[config.mk]
export PLATFORM = sky130hd
export DESIGN_NAME = pc_branch_unit
export DESIGN_NICKNAME = d
export VERILOG_FILES = /design/src/rtl/pc_branch_unit_pkg.sv /design/src/rtl/pc_branch_unit_jump_calc.sv /design/src/rtl/pc_branch_unit.sv
export SDC_FILE = /design/constraint.sdc
export NUM_CORES = 1
export LEC_CHECK = 0
export BUFFER_PORTS_ARGS = -buffer_cell sky130_fd_sc_hd__buf_2
export CAP_MARGIN = 20
export CORE_ASPECT_RATIO = 1.4
export CORE_MARGIN = 4
export CORE_UTILIZATION = 55
export DETAILED_ROUTE_END_ITERATION = 8
export PLACE_DENSITY_LB_ADDON = 0.25
export SLEW_MARGIN = 10
export SYNTH_ARGS = -nofsm -noshare
export SYNTH_HDL_FRONTEND = slang
export SYNTH_SLANG_ARGS = --single-unit
[constraint.sdc]
create_clock -name clk -period 9.5 [get_ports clk]
set_clock_uncertainty 0.2 [all_clocks]
set_input_delay 2.85 -clock clk [delete_from_list [all_inputs] [get_ports clk]]
set_output_delay 2.85 -clock clk [all_outputs]
set_load 0.01 [all_outputs]
[src/rtl/pc_branch_unit_pkg.sv]
// Shared definitions for the PC/branch unit: FSM encoding, next-PC select
// codes and the fixed PC arithmetic constants.
package pc_branch_unit_pkg;

    typedef enum logic {
        ST_IDLE  = 1'b0,
        ST_ARMED = 1'b1
    } state_t;

    typedef enum logic [1:0] {
        SEL_HOLD   = 2'd0,
        SEL_INC    = 2'd1,
        SEL_BRANCH = 2'd2,
        SEL_JUMP   = 2'd3
    } pc_sel_t;

    localparam logic [31:0] PC_INC           = 32'd4;
    localparam logic [31:0] RESET_PC_DEFAULT = 32'h0000_0000;
    localparam logic [1:0]  JUMP_ALIGN       = 2'b00;

endpackage

[src/rtl/pc_branch_unit_jump_calc.sv]
// Combinational next-PC mux: hold, sequential increment, branch target or
// region-relative jump address.
module pc_jump_calc
    import pc_branch_unit_pkg::*;
(
    input  logic [31:0] pc,
    input  logic [31:0] br_target,
    input  logic [25:0] jump_idx,
    input  pc_sel_t     sel,
    output logic [31:0] next_pc
);

    always_comb begin
        next_pc = pc;
        case (sel)
            SEL_INC:    next_pc = pc + PC_INC;
            SEL_BRANCH: next_pc = br_target;
            // j keeps the current 256 MB region of the PC
            SEL_JUMP:   next_pc = {pc[31:28], jump_idx, JUMP_ALIGN};
            default:    next_pc = pc;
        endcase
    end

endmodule

[src/rtl/pc_branch_unit.sv]
// Program-counter owner for the multi-cycle core: holds PC and the decoded
// branch target, resolves beq/bne/j, counts redirects, flags sequencing errors.
//   state    | meaning
//   ST_IDLE  | no branch target held for the current instruction
//   ST_ARMED | BrTarget holds a target computed in decode
module pc_branch_unit
    import pc_branch_unit_pkg::*;
#(
    parameter logic [31:0] RESET_PC = RESET_PC_DEFAULT,
    parameter int          CNT_W    = 16
) (
    input  logic             clk,
    input  logic             reset,
    input  logic             FetchEn,
    input  logic             TargetLoad,
    input  logic [31:0]      Shiftby2,
    input  logic             BranchEval,
    input  logic             BranchNe,
    input  logic             Zero,
    input  logic             JumpEn,
    input  logic [25:0]      JumpIdx,
    output logic [31:0]      PC,
    output logic [31:0]      BrTarget,
    output logic             TargetValid,
    output logic             BranchTaken,
    output logic [CNT_W-1:0] TakenCount,
    output logic             SeqError
);

    state_t      state, state_next;
    pc_sel_t     pc_sel;
    logic [31:0] next_pc;
    logic        load_target;
    logic        taken;
    logic        seq_err_set;

    pc_jump_calc u_jump_calc (
        .pc        (PC),
        .br_target (BrTarget),
        .jump_idx  (JumpIdx),
        .sel       (pc_sel),
        .next_pc   (next_pc)
    );

    always_ff @(posedge clk or posedge reset) begin
        if (reset) state <= ST_IDLE;
        else       state <= state_next;
    end

    // Strobe priority: JumpEn > BranchEval > FetchEn > TargetLoad; losers are dropped.
    always_comb begin
        state_next  = state;
        pc_sel      = SEL_HOLD;
        load_target = 1'b0;
        taken       = 1'b0;
        seq_err_set = 1'b0;
        if (JumpEn) begin
            pc_sel     = SEL_JUMP;
            taken      = 1'b1;
            state_next = ST_IDLE;
        end else if (BranchEval) begin
            state_next = ST_IDLE;
            if (state == ST_ARMED) begin
                if (BranchNe ^ Zero) begin
                    pc_sel = SEL_BRANCH;
                    taken  = 1'b1;
                end
            end else begin
                seq_err_set = 1'b1;
            end
        end else if (FetchEn) begin
            pc_sel     = SEL_INC;
            state_next = ST_IDLE;
        end else if (TargetLoad) begin
            load_target = 1'b1;
            state_next  = ST_ARMED;
        end
    end

    always_ff @(posedge clk or posedge reset) begin
        if (reset) begin
            PC          <= RESET_PC;
            BrTarget    <= 32'd0;
            BranchTaken <= 1'b0;
            TakenCount  <= '0;
            SeqError    <= 1'b0;
        end else begin
            PC          <= next_pc;
            BranchTaken <= taken;
            if (load_target) BrTarget <= PC + Shiftby2;
            if (taken)       TakenCount <= TakenCount + CNT_W'(1);
            if (seq_err_set) SeqError <= 1'b1;
        end
    end

    assign TargetValid = (state == ST_ARMED);

endmodule

; ---- Yosys cells after proc, flatten, opt, wreduce, memory -nomap -nowiden
; Cells that the tools add are included.
[totals]
regBits = 83
inputBits = 66
output_inout_bits = 83
word_cells = 40
[classes]
n_addsub = 3
eq_ne = 3
n_mux = 21
n_bitwise = 2
reduce_logical = 4
[ops]
columns = op, count
row1 = $pmux W32 S3, 1
row2 = $add A32 B3 Y32 const B, 1
row3 = $add A32 B32 Y32, 1
row4 = $add A16 B1 Y16 const B, 1
row5 = $mux W1, 16
row6 = $mux W2, 4
row7 = $eq A2 B2 Y1 const B, 2
row8 = $reduce_bool A4 Y1, 1
row9 = $reduce_bool A3 Y1, 1
row10 = $eq A2 B1 Y1 const B, 1
row11 = $reduce_and A2 Y1, 1
row12 = $reduce_bool A2 Y1, 1
row13 = $not A1 Y1, 1
row14 = $xor A1 B1 Y1, 1

; ---- Depth between registers and ports, before layout
; Gate-level depths: netlist of run 1.
[logic_depth]
depth_word = 8
ltp_mapped = 11
mapped_depth_nobuf = 9

; ---- Modules after synthesis
; Synthesis of run 1 repeated with hierarchy kept, for this count alone.
[unflattened]
cells_unflattened = 703
hier_area_um2 = 6028.3
[by_module_without_submodules]
columns = mod, n_inst, cells_each, area_each_um2
row1 = pc_branch_unit, 1, 446, 4418.0
row2 = pc_jump_calc, 1, 257, 1610.3

; ---- Least setup slack after synthesis of run 1
; OpenSTA, ideal clock, no wires.
[synth_path]
path_type = input to register
start = input port Shiftby2[0]
end = register BrTarget[24]
setup_ps = 133
t_arrival_ps = 4871
path_slack_ps = 4296
path_stages = 9
path_buffers = 0
cell_sequence = ha_1 fa_1 a21o_1 a221oi_1 o21ai_0 a21o_1 a31oi_1 xor2_1 o21ai_0
[synth_via]
elab_chain_len = 1
[synth_lines]
columns = element, line
row1 = from (decl), pc_branch_unit.sv:16  ; input logic [31:0] Shiftby2,
row2 = $add A32 B32 Y32, pc_branch_unit.sv:90  ; if (load_target) BrTarget <= PC + Shiftby2;
row3 = to (signal assigned), pc_branch_unit.sv:90
row4 = to (decl), pc_branch_unit.sv:23  ; output logic [31:0] BrTarget,
; Every way passes these cells.
; A chain may end at the register's enable or synchronous reset.

; ---- Worst setup path in the final report of run 1
[layout_path]
start = input port Shiftby2[0]
end = register BrTarget[20]
; Same word-level chain as after synthesis.

==> metrics, run 1 <==
routed wire length 18740 um; Req. time, crit path 9.52 ns; Tmin final 5.385 ns; fmax 185.7 MHz; register area share after synthesis 0.3613; P&R area growth vs syn 20.00%; clk root buf clkbuf_16; leakage power 3.303 nW; count of final setup violators 0; vias in the first global route 6046; synthesized flop and latch total 83; Final #Nets 927; Clock Power Share 0.207; sequential power share 0.361; Die X 94.40 um; vias 6169; Setup WS post-layout 4.115 ns; port buffer count 148; grt ovf 0; # rows 43; Sum Neg Setup Slack 0 ns; Core ar. 10060 um2; worst-path cell chain buf_2 -> ha_1 -> fa_1 -> a21o_1 -> a221oi_1 -> o21ai_0 -> a21o_1 -> a31oi_1 -> xor2_1 -> o21ai_0; post-DP HPWL 13730 um; CTS tree built; 1st-pass router iterations 5; design area 6898 um2; DP Worst Slack 3.778 ns; Async S/R FF share, synth 1.000; First DRT Iteration DRCs 483; Clock Path Buffers 2; combinational share of power 0.432; Slew @ Worst Pin 0.7885 ns; switching pwr 736.1 uW; HP Start TakenCount[15]; Netlist cell types 52; Ys Warns 0; Fin. Hold Viols 0; gr usage total 0.3126; Max-Cap Viols 0; first-pass GRT wire length 29990 um; syn_nets 795; vias per cell 6.399; run status finished, final reports clean; Crit-path slowest cell a221oi_1; number of enable flip-flop cells after synthesis 0; Die Y 129.0 um; Die Area 12170 um2; clk_lat worst skew 0.35 ns; CTS Hold Buffers Added 0; Sw Ratio 0.4388; RSZ-0062 raised after global routing no; largest net degree at the start of global routing 84; post-cts gate resize count 0; Slew headroom 0.4724; Final Max Tran Viols 0; synthesized area per cell 8.306 um2; Setup Crit Path Kind in2reg; Period Utilization, post-route 0.5668; crit path buf inv count 1; Final ANT Viol Nets 0; PwrDens 243.2 nW/um2; Synth Flop Type dfrtp_1; Startpoint Class input pin; worst path arrival time 5.40 ns; Worst VDD drop 0.1217 mV; Initial Utilization 0.5713; layout cells sized above 1 0.2159; Top delay family on crit path compound AO/OA/AOI/OAI gates; Netlist Area Pre-Place 5748 um2; io pins 149; DRC Markers 0; total CTS buffers 9; Synth Instances 692; Critical R2R Launch PC[0]; routed len/inst 19.44 um; Setup Buffers After CTS 0; Hold Crit Class reg2reg; CP Capture Type register; clock-pin slew on the worst setup and hold paths 0.07 ns; Int Pwr 941.5 uW; Sink Count 83; DP Area 6560 um2; Crit. Startpoint Shiftby2[0]; critical path's largest stage delay 0.57 ns; antenna diode count 0; fill count 863; initial antenna violation count 0; RD Place Congestion 0.9309; H-tree Lvls 3; Critical Path Fanout Max 5
per-stage QoR:
stage          hold WS [ns]  power (mW)    util  std cells
3_5_place_dp         0.2669       1.313  0.6520        946
3_3_place_gp         0.2578       1.292  0.6520        946
4_1_cts              0.2764       1.665  0.6809        962
2_1_floorplan        0.3025       1.036       -        692
6_report             0.2728       1.678  0.6856        964
5_1_grt              0.3052       1.783  0.6856        964
power by group through the flow:
stage | sequential (mW) | clock, mW | combinational, mW
2_1_floorplan | 0.615 | 0 | 0.422
3_3_place_gp | 0.599 | 0 | 0.692
3_5_place_dp | 0.604 | 0 | 0.709
4_1_cts | 0.599 | 0.349 | 0.717
5_1_grt | 0.620 | 0.364 | 0.800
6_report | 0.606 | 0.347 | 0.725
kinds of logic (layout without fill, tap and decap cells):
group,Yosys count,in the layout,share of synthesized area
multiplexers,3,3,0.005442
adder cells (fa/ha/maj),37,37,0.08185
buffers and inverters,52,189,0.03526
XOR/XNOR,41,41,0.06247
flip-flops,83,83,0.3613
AO/OA/AOI/OAI,240,240,0.2682
AND/OR/NAND/NOR,236,236,0.1855
synth_stat cells, types with 2 or more instances:
cell type  number  area [um2]
nand2_1        93       349.1
o21ai_0        84       420.4
dfrtp_1        83        2077
nor2_1         59       221.5
a21oi_1        50       250.2
ha_1           36       450.4
clkbuf_1       29       108.9
xnor2_1        25       219.0
nand3_1        20       100.1
inv_1          19       71.32
a221oi_1       17       148.9
nand4_1        16       100.1
nor3_1         16       80.08
xor2_1         16       140.1
and3_1         14       87.58
a31oi_1        13       81.33
a21o_1         10       75.07
a22oi_1         9       67.56
o31ai_1         7       52.55
a211oi_1        6       45.04
o211ai_1        6       45.04
nor3b_1         5       37.54
o21a_1          5       37.54
o22a_1          5       43.79
a221o_1         4       40.04
a222oi_1        3       30.03
a2bb2oi_1       3       26.28
and2_1          3       18.77
buf_2           3       15.01
o21ai_1         3       15.01
o21bai_1        3       22.52
a22o_1          2       17.52
a32oi_1         2       17.52
mux2i_1         2       20.02
nand2b_1        2       12.51
nor2b_1         2       12.51
or2_2           2       12.51
worst paths after layout:
| kind | slack, ns | cells after the start | to |
|---|---|---|---|
| hold / removal | 0.27 | 1 | TakenCount[15] |
| hold reg to reg | 0.27 | 1 | TakenCount[15] |
| max in group asynchronous | 6.17 | 4 | BrTarget[8] |
| min in group asynchronous | 2.32 | 3 | TakenCount[8] |
| setup / recovery | 4.11 | 10 | BrTarget[20] |
| setup reg to reg | 6.30 | 9 | BrTarget[20] |
cell type report:
class / count / area (um2) / area share
inverters: 19 / 72.57 / 0.01052
clock buffers: 9 / 225.2 / 0.03265
well taps: 135 / 168.9 / 0.02449
clock inverters: 7 / 65.06 / 0.009432
multi-input cells: 557 / 3471 / 0.5032
repair buffers: 154 / 818.3 / 0.1186
flip-flops and latches: 83 / 2077 / 0.3011
layer usage:
layer	global-route usage	wire length [um]	vias up
met3	0.04211	1480	62
met4	0.1463	742	0
met5	0	0	-
met2	0.5456	9497	346
met1	0.3788	7020	2949
li1	-	-	2812
layout by cell type (no fill, tap or decap), types with 3 or more instances in the layout:
master,netlist,final
buf_2,3,148
nand2_1,93,92
o21ai_0,84,84
dfrtp_1,83,83
nor2_1,59,59
a21oi_1,50,50
ha_1,36,36
xnor2_1,25,25
nand3_1,20,20
inv_1,19,18
a221oi_1,17,17
nor3_1,16,16
nand4_1,16,16
xor2_1,16,16
and3_1,14,14
a31oi_1,13,13
a21o_1,10,10
a22oi_1,9,9
clkbuf_16,0,9
o31ai_1,7,7
a211oi_1,6,6
o211ai_1,6,6
o22a_1,5,5
nor3b_1,5,5
o21a_1,5,5
a221o_1,4,4
buf_4,1,4
a222oi_1,3,3
and2_1,3,3
a2bb2oi_1,3,3
o21bai_1,3,3
o21ai_1,3,3
inv_6,0,3
registers in the layout, summed over array words and instances (netlist names):
name,count
BranchTaken,1
TakenCount,16
TargetValid,1
SeqError,1
PC,32
BrTarget,32
(Power assumes the default switching activity.)
==> inputs of run 2 (changes only) <==
--- a/config.mk
+++ b/config.mk
@@ -9,7 +9,7 @@
 export CAP_MARGIN = 20
 export CORE_ASPECT_RATIO = 1.4
 export CORE_MARGIN = 4
-export CORE_UTILIZATION = 55
+export CORE_UTILIZATION = 54
 export DETAILED_ROUTE_END_ITERATION = 8
 export PLACE_DENSITY_LB_ADDON = 0.25
 export SLEW_MARGIN = 10
==> constraint.sdc (replaced) <==
create_clock -name clk -period 5.09 [get_ports clk]
set_clock_uncertainty 0.2 [all_clocks]
set_input_delay 1.527 -clock clk [delete_from_list [all_inputs] [get_ports clk]]
set_output_delay 1.527 -clock clk [all_outputs]
set_load 0.01 [all_outputs]
==> run 2 against run 1 <==
- cell area grew 0.45%
- power grew 90%
- die area grew 1.7%
==> metrics, run 2 (synthesis results as in run 1) <==
run status finished, final reports clean (unchanged); Worst VDD drop 0.2275 mV (was 0.1217 mV); first-pass GRT wire length 28800 um (was 29990 um); Max-Cap Viols 0 (unchanged); Die Y 130.1 um (was 129.0 um); Hold Crit Class reg2reg (unchanged); total CTS buffers 9 (unchanged); count of final setup violators 0 (unchanged); io pins 149 (unchanged); Crit. Startpoint Zero (was Shiftby2[0]); vias per cell 6.239 (was 6.399); vias 6039 (was 6169); Critical Path Fanout Max 35 (was 5); clock-pin slew on the worst setup and hold paths 0.07 ns (about the same); PwrDens 460.7 nW/um2 (was 243.2 nW/um2); antenna diode count 0 (unchanged); Crit-path slowest cell or2_2 (was a221oi_1); layout cells sized above 1 0.2169 (was 0.2159); gr usage total 0.2950 (was 0.3126); Largest regs BrTarget: 32 flops, PC: 32 flops, TakenCount: 16 flops (unchanged); Period Utilization, post-route 0.7858; Die X 95.20 um (was 94.40 um); most common cell after layout, fill and taps aside buf_2 (unchanged); placed cell count 951 (was 946); Tmin final 4.000 ns; # rows 44 (was 43); Setup Crit Path Kind in2reg (unchanged); initial antenna violation count 0 (unchanged); CP Capture Type register (unchanged); worst path arrival time 4.04 ns (was 5.40 ns); RSZ-0062 raised after global routing no (unchanged); post-DP HPWL 13620 um (was 13730 um); Core ar. 10410 um2 (was 10060 um2); Sum Neg Setup Slack 0 ns (unchanged); Worst R2R Path Depth 9 (unchanged); Setup Buffers After CTS 0 (unchanged); Initial Utilization 0.5524 (was 0.5713); Setup WS post-layout 1.090 ns (was 4.115 ns); Die Area 12380 um2 (was 12170 um2); clk_lat worst skew 0.34 ns (was 0.35 ns); Final #Nets 928 (was 927); Pwr Total 3.192 mW (was 1.678 mW); Critical R2R Launch PC[0] (unchanged); Hold WS 0.2708 ns (was 0.2728 ns); Final Max Tran Viols 0 (unchanged); leakage power 3.316 nW (was 3.303 nW); H-tree Lvls 3 (unchanged); post-route insts no fill 968 (was 964); vias in the first global route 5916 (was 6046); routed len/inst 18.81 um (was 19.44 um); Final ANT Viol Nets 0 (unchanged); critical path's largest stage delay 0.67 ns (was 0.57 ns); DRC Markers 0 (unchanged); largest net degree at the start of global routing 54 (was 84); Startpoint Class input pin (unchanged); port buffer count 148 (unchanged); highest-count cells in the layout ignoring fill and taps buf_2, nand2_1, o21ai_0, dfrtp_1, nor2_1 (unchanged); CTS Hold Buffers Added 0 (unchanged); post-cts gate resize count 0 (unchanged); Worst Setup EP PC[16] (was BrTarget[20]); grt ovf 0 (unchanged); CTS tree built (unchanged); R2R setup slack 1.99 ns (was 6.30 ns); 1st-pass router iterations 5 (unchanged); Clock Path Buffers 2 (unchanged); P&R area growth vs syn 20.55% (was 20.00%); fmax 250.0 MHz; Slew headroom 0.4374 (was 0.4724); First DRT Iteration DRCs 507 (was 483); clk root buf clkbuf_16 (unchanged); DP Worst Slack 0.7321 ns (was 3.778 ns); R2R Path End BrTarget[20] (unchanged); Req. time, crit path 5.13 ns (was 9.52 ns); routed wire length 18210 um (was 18740 um); Slew @ Worst Pin 0.8409 ns (was 0.7885 ns); Fin. Hold Viols 0 (unchanged); RD Place Congestion 0.9589 (was 0.9309); Sink Count 83 (unchanged); worst-path cell chain buf_2 -> xor2_1 -> a31oi_1 -> inv_1 -> ha_1 -> or2_2 -> nor3b_1 -> a221oi_1 -> o21ai_0 (was buf_2 -> ha_1 -> fa_1 -> a21o_1 -> a221oi_1 -> o21ai_0 -> a21o_1 -> a31oi_1 -> xor2_1 -> o21ai_0)
==> run 2: worst min-delay path by stage <==
stage / slack, ns / from / depth (start not counted) / endpoint
after floorplan: 0.30 / SeqError / 2 / SeqError
after global placement: 0.25 / SeqError / 2 / SeqError
after detailed placement: 0.26 / TakenCount[15] / 1 / TakenCount[15]
after CTS: 0.27 / TakenCount[15] / 1 / TakenCount[15]
after global routing: 0.30 / TakenCount[15] / 1 / TakenCount[15]
final: 0.27 / TakenCount[15] / 1 / TakenCount[15]
==> run 2: layer usage <==
metal	track usage	vias to the layer above	share of wire	wire length, um
met5	0	-	0	0
met4	0.1393	0	0.037	673
met3	0.03230	58	0.058	1052
met2	0.5118	287	0.50	9147
met1	0.3630	2878	0.40	7338
li1	-	2816	-	-
==> run 2: metrics by stage <==
stage,cell area [um2],util
after floorplan,5748,-
after global placement,6579,0.6323
after detailed placement,6579,0.6323
after CTS,6909,0.6640
after global routing,6929,0.6659
final,6929,0.6659
==> run 2: report_power, final <==
group	internal [mW]	total [mW]	switching, mW
clock	0.439	0.739	0.300
sequential	0.859	1.13	0.266
combinational	0.552	1.33	0.776
==> run 2: cell type report <==
| cell class | instances | area, um2 |
|---|---|---|
| multi-input cells | 557 | 3471 |
| repair buffers | 155 | 805.8 |
| clock buffers | 9 | 225.2 |
| inverters | 19 | 72.57 |
| flip-flops and latches | 83 | 2077 |
| fillers | 886 | 3476 |
| clock inverters | 7 | 105.1 |
| well taps | 138 | 172.7 |
==> run 2: worst max-delay path, delay by kind of cell <==
kind,cells,cell delay [ns]
AOI/OAI and AO/OA,3,0.67
xor gates and xnor gates,1,0.15
adders and majority gates,1,0.46
buffers and inverters,2,0.24
and+or+nand+nor,2,0.97
==> inputs of run 3 (changes only) <==
--- a/config.mk
+++ b/config.mk
@@ -9,7 +9,7 @@
 export CAP_MARGIN = 20
 export CORE_ASPECT_RATIO = 1.4
 export CORE_MARGIN = 4
-export CORE_UTILIZATION = 54
+export CORE_UTILIZATION = 49
 export DETAILED_ROUTE_END_ITERATION = 8
 export PLACE_DENSITY_LB_ADDON = 0.25
 export SLEW_MARGIN = 10
==> constraint.sdc (replaced) <==
create_clock -name clk -period 3.66 [get_ports clk]
set_clock_uncertainty 0.2 [all_clocks]
set_input_delay 1.098 -clock clk [delete_from_list [all_inputs] [get_ports clk]]
set_output_delay 1.098 -clock clk [all_outputs]
set_load 0.01 [all_outputs]
==> run 3 against run 2 <==
- via count grew 0.81%
- global-route usage shrank 1.7 points
- cell count grew 2.1%
- largest power group unchanged
==> metrics, run 3 (synthesis results as in run 1) <==
vias 6088 (was 6039); CTS tree built (unchanged); routed len/inst 19.28 um (was 18.81 um); Sink Count 83 (unchanged); Final #Nets 942 (was 928); post-DP HPWL 14590 um (was 13620 um); RSZ-0062 raised after global routing no (unchanged); Initial Utilization 0.5044 (was 0.5524); post-route insts no fill 988 (was 968); worst path arrival time 3.37 ns (was 4.04 ns); routed wire length 19050 um (was 18210 um); vias per cell 6.162 (was 6.239); DRC Markers 0 (unchanged); clk_lat worst skew 0.34 ns (about the same); Critical R2R Launch PC[5] (was PC[0]); Die Y 136.2 um (was 130.1 um); design area 7028 um2 (was 6929 um2); P&R area growth vs syn 22.27% (was 20.55%); Core ar. 11400 um2 (was 10410 um2); initial antenna violation count 0 (unchanged); CTS Hold Buffers Added 0 (unchanged); Pwr Total 4.469 mW (was 3.192 mW); Slew headroom 0.5091 (was 0.4374); Layout Utilization 0.6167 (was 0.6659); Hold WS 0.2680 ns (was 0.2708 ns); Die X 99.54 um (was 95.20 um); Sum Neg Setup Slack 0 ns (unchanged); largest net degree at the start of global routing 36 (was 54); Final Max Tran Viols 0 (unchanged); Clock Path Buffers 2 (unchanged); 1st-pass router iterations 5 (unchanged); Setup Buffers After CTS 0 (unchanged); Final ANT Viol Nets 0 (unchanged); Worst VDD drop 0.3435 mV (was 0.2275 mV); leakage power 3.380 nW (was 3.316 nW); grt ovf 0 (unchanged); DP Area 6699 um2 (was 6579 um2); antenna diode count 0 (unchanged); Largest regs BrTarget: 32 flops, PC: 32 flops, TakenCount: 16 flops (unchanged); Slew @ Worst Pin 0.7364 ns (was 0.8409 ns); Crit. Startpoint Shiftby2[0] (was Zero); DP Worst Slack -0.01914 ns (was 0.7321 ns); placed cell count 972 (was 951); RD Place Congestion 0.9125 (was 0.9589); First DRT Iteration DRCs 407 (was 507); most common cell after layout, fill and taps aside buf_2 (unchanged); post-cts gate resize count 0 (unchanged); Die Area 13550 um2 (was 12380 um2); Req. time, crit path 3.68 ns (was 5.13 ns); Period Utilization, post-route 0.9150; vias in the first global route 5991 (was 5916); # rows 46 (was 44); gr usage total 0.2780 (was 0.2950); total CTS buffers 9 (unchanged); clock-pin slew on the worst setup and hold paths 0.06 ns (was 0.07 ns); Hold Crit Class reg2reg (unchanged); count of final setup violators 0 (unchanged); Tmin final 3.349 ns; H-tree Lvls 3 (unchanged); first-pass GRT wire length 30110 um (was 28800 um); clk root buf clkbuf_16 (unchanged); layout cells sized above 1 0.2287 (was 0.2169); PwrDens 635.9 nW/um2 (was 460.7 nW/um2); Setup WS post-layout 0.3110 ns (was 1.090 ns); fmax 298.6 MHz; highest-count cells in the layout ignoring fill and taps buf_2, nand2_1, o21ai_0, dfrtp_1, nor2_1 (unchanged); CP Capture Type register (unchanged); Setup Crit Path Kind in2reg (unchanged); Startpoint Class input pin (unchanged); Fin. Hold Viols 0 (unchanged); Critical Path Fanout Max 5 (was 35); run status finished, final reports clean (unchanged); HP Start SeqError (was TakenCount[15]); port buffer count 148 (unchanged); io pins 149 (unchanged); Max-Cap Viols 0 (unchanged)
run 3: power by group:
group          switching, mW  internal (mW)  total (mW)  leakage (nW)
Clock                  0.399          0.621        1.02         0.160
Combinational           1.10          0.799        1.90          2.17
Sequential             0.358           1.19        1.55          1.05
run 3: final timing paths:
path / end / slack (ns) / cells past startpoint
worst max-delay path: BrTarget[24] / 0.31 / 11
worst min-delay path: SeqError / 0.27 / 2
worst max register to register: BrTarget[30] / 0.77 / 9
worst min register to register: SeqError / 0.27 / 2
max in group asynchronous: BrTarget[12] / 1.86 / 3
min in group asynchronous: TakenCount[10] / 0.62 / 2
run 3: area by class of cell:
cell class	count	area (um2)
Fill cell	1020	4368
Multi-Input combinational cell	557	3471
Sequential cell	83	2077
Timing Repair Buffer	169	898.4
Clock buffer	11	242.7
Tap cell	144	180.2
Clock inverter	5	86.33
Inverter	19	72.57
run 3: worst max-delay path, cell delays in order:
cell and delay [ns]:
buf_2 0.10, ha_1 0.22, fa_1 0.42, a21o_1 0.23
a221oi_1 0.27, buf_4 0.19, o21ai_0 0.11, a21o_1 0.27
a31oi_1 0.21, xor2_1 0.16, o21ai_0 0.09
run 3: routing by layer:
layer / global-route usage / wire [um] / part of all wire
met5: 0 / 0 / 0
met4: 0.1245 / 556 / 0.029
met3: 0.02875 / 1166 / 0.061
met2: 0.4944 / 9798 / 0.51
met1: 0.3369 / 7524 / 0.40
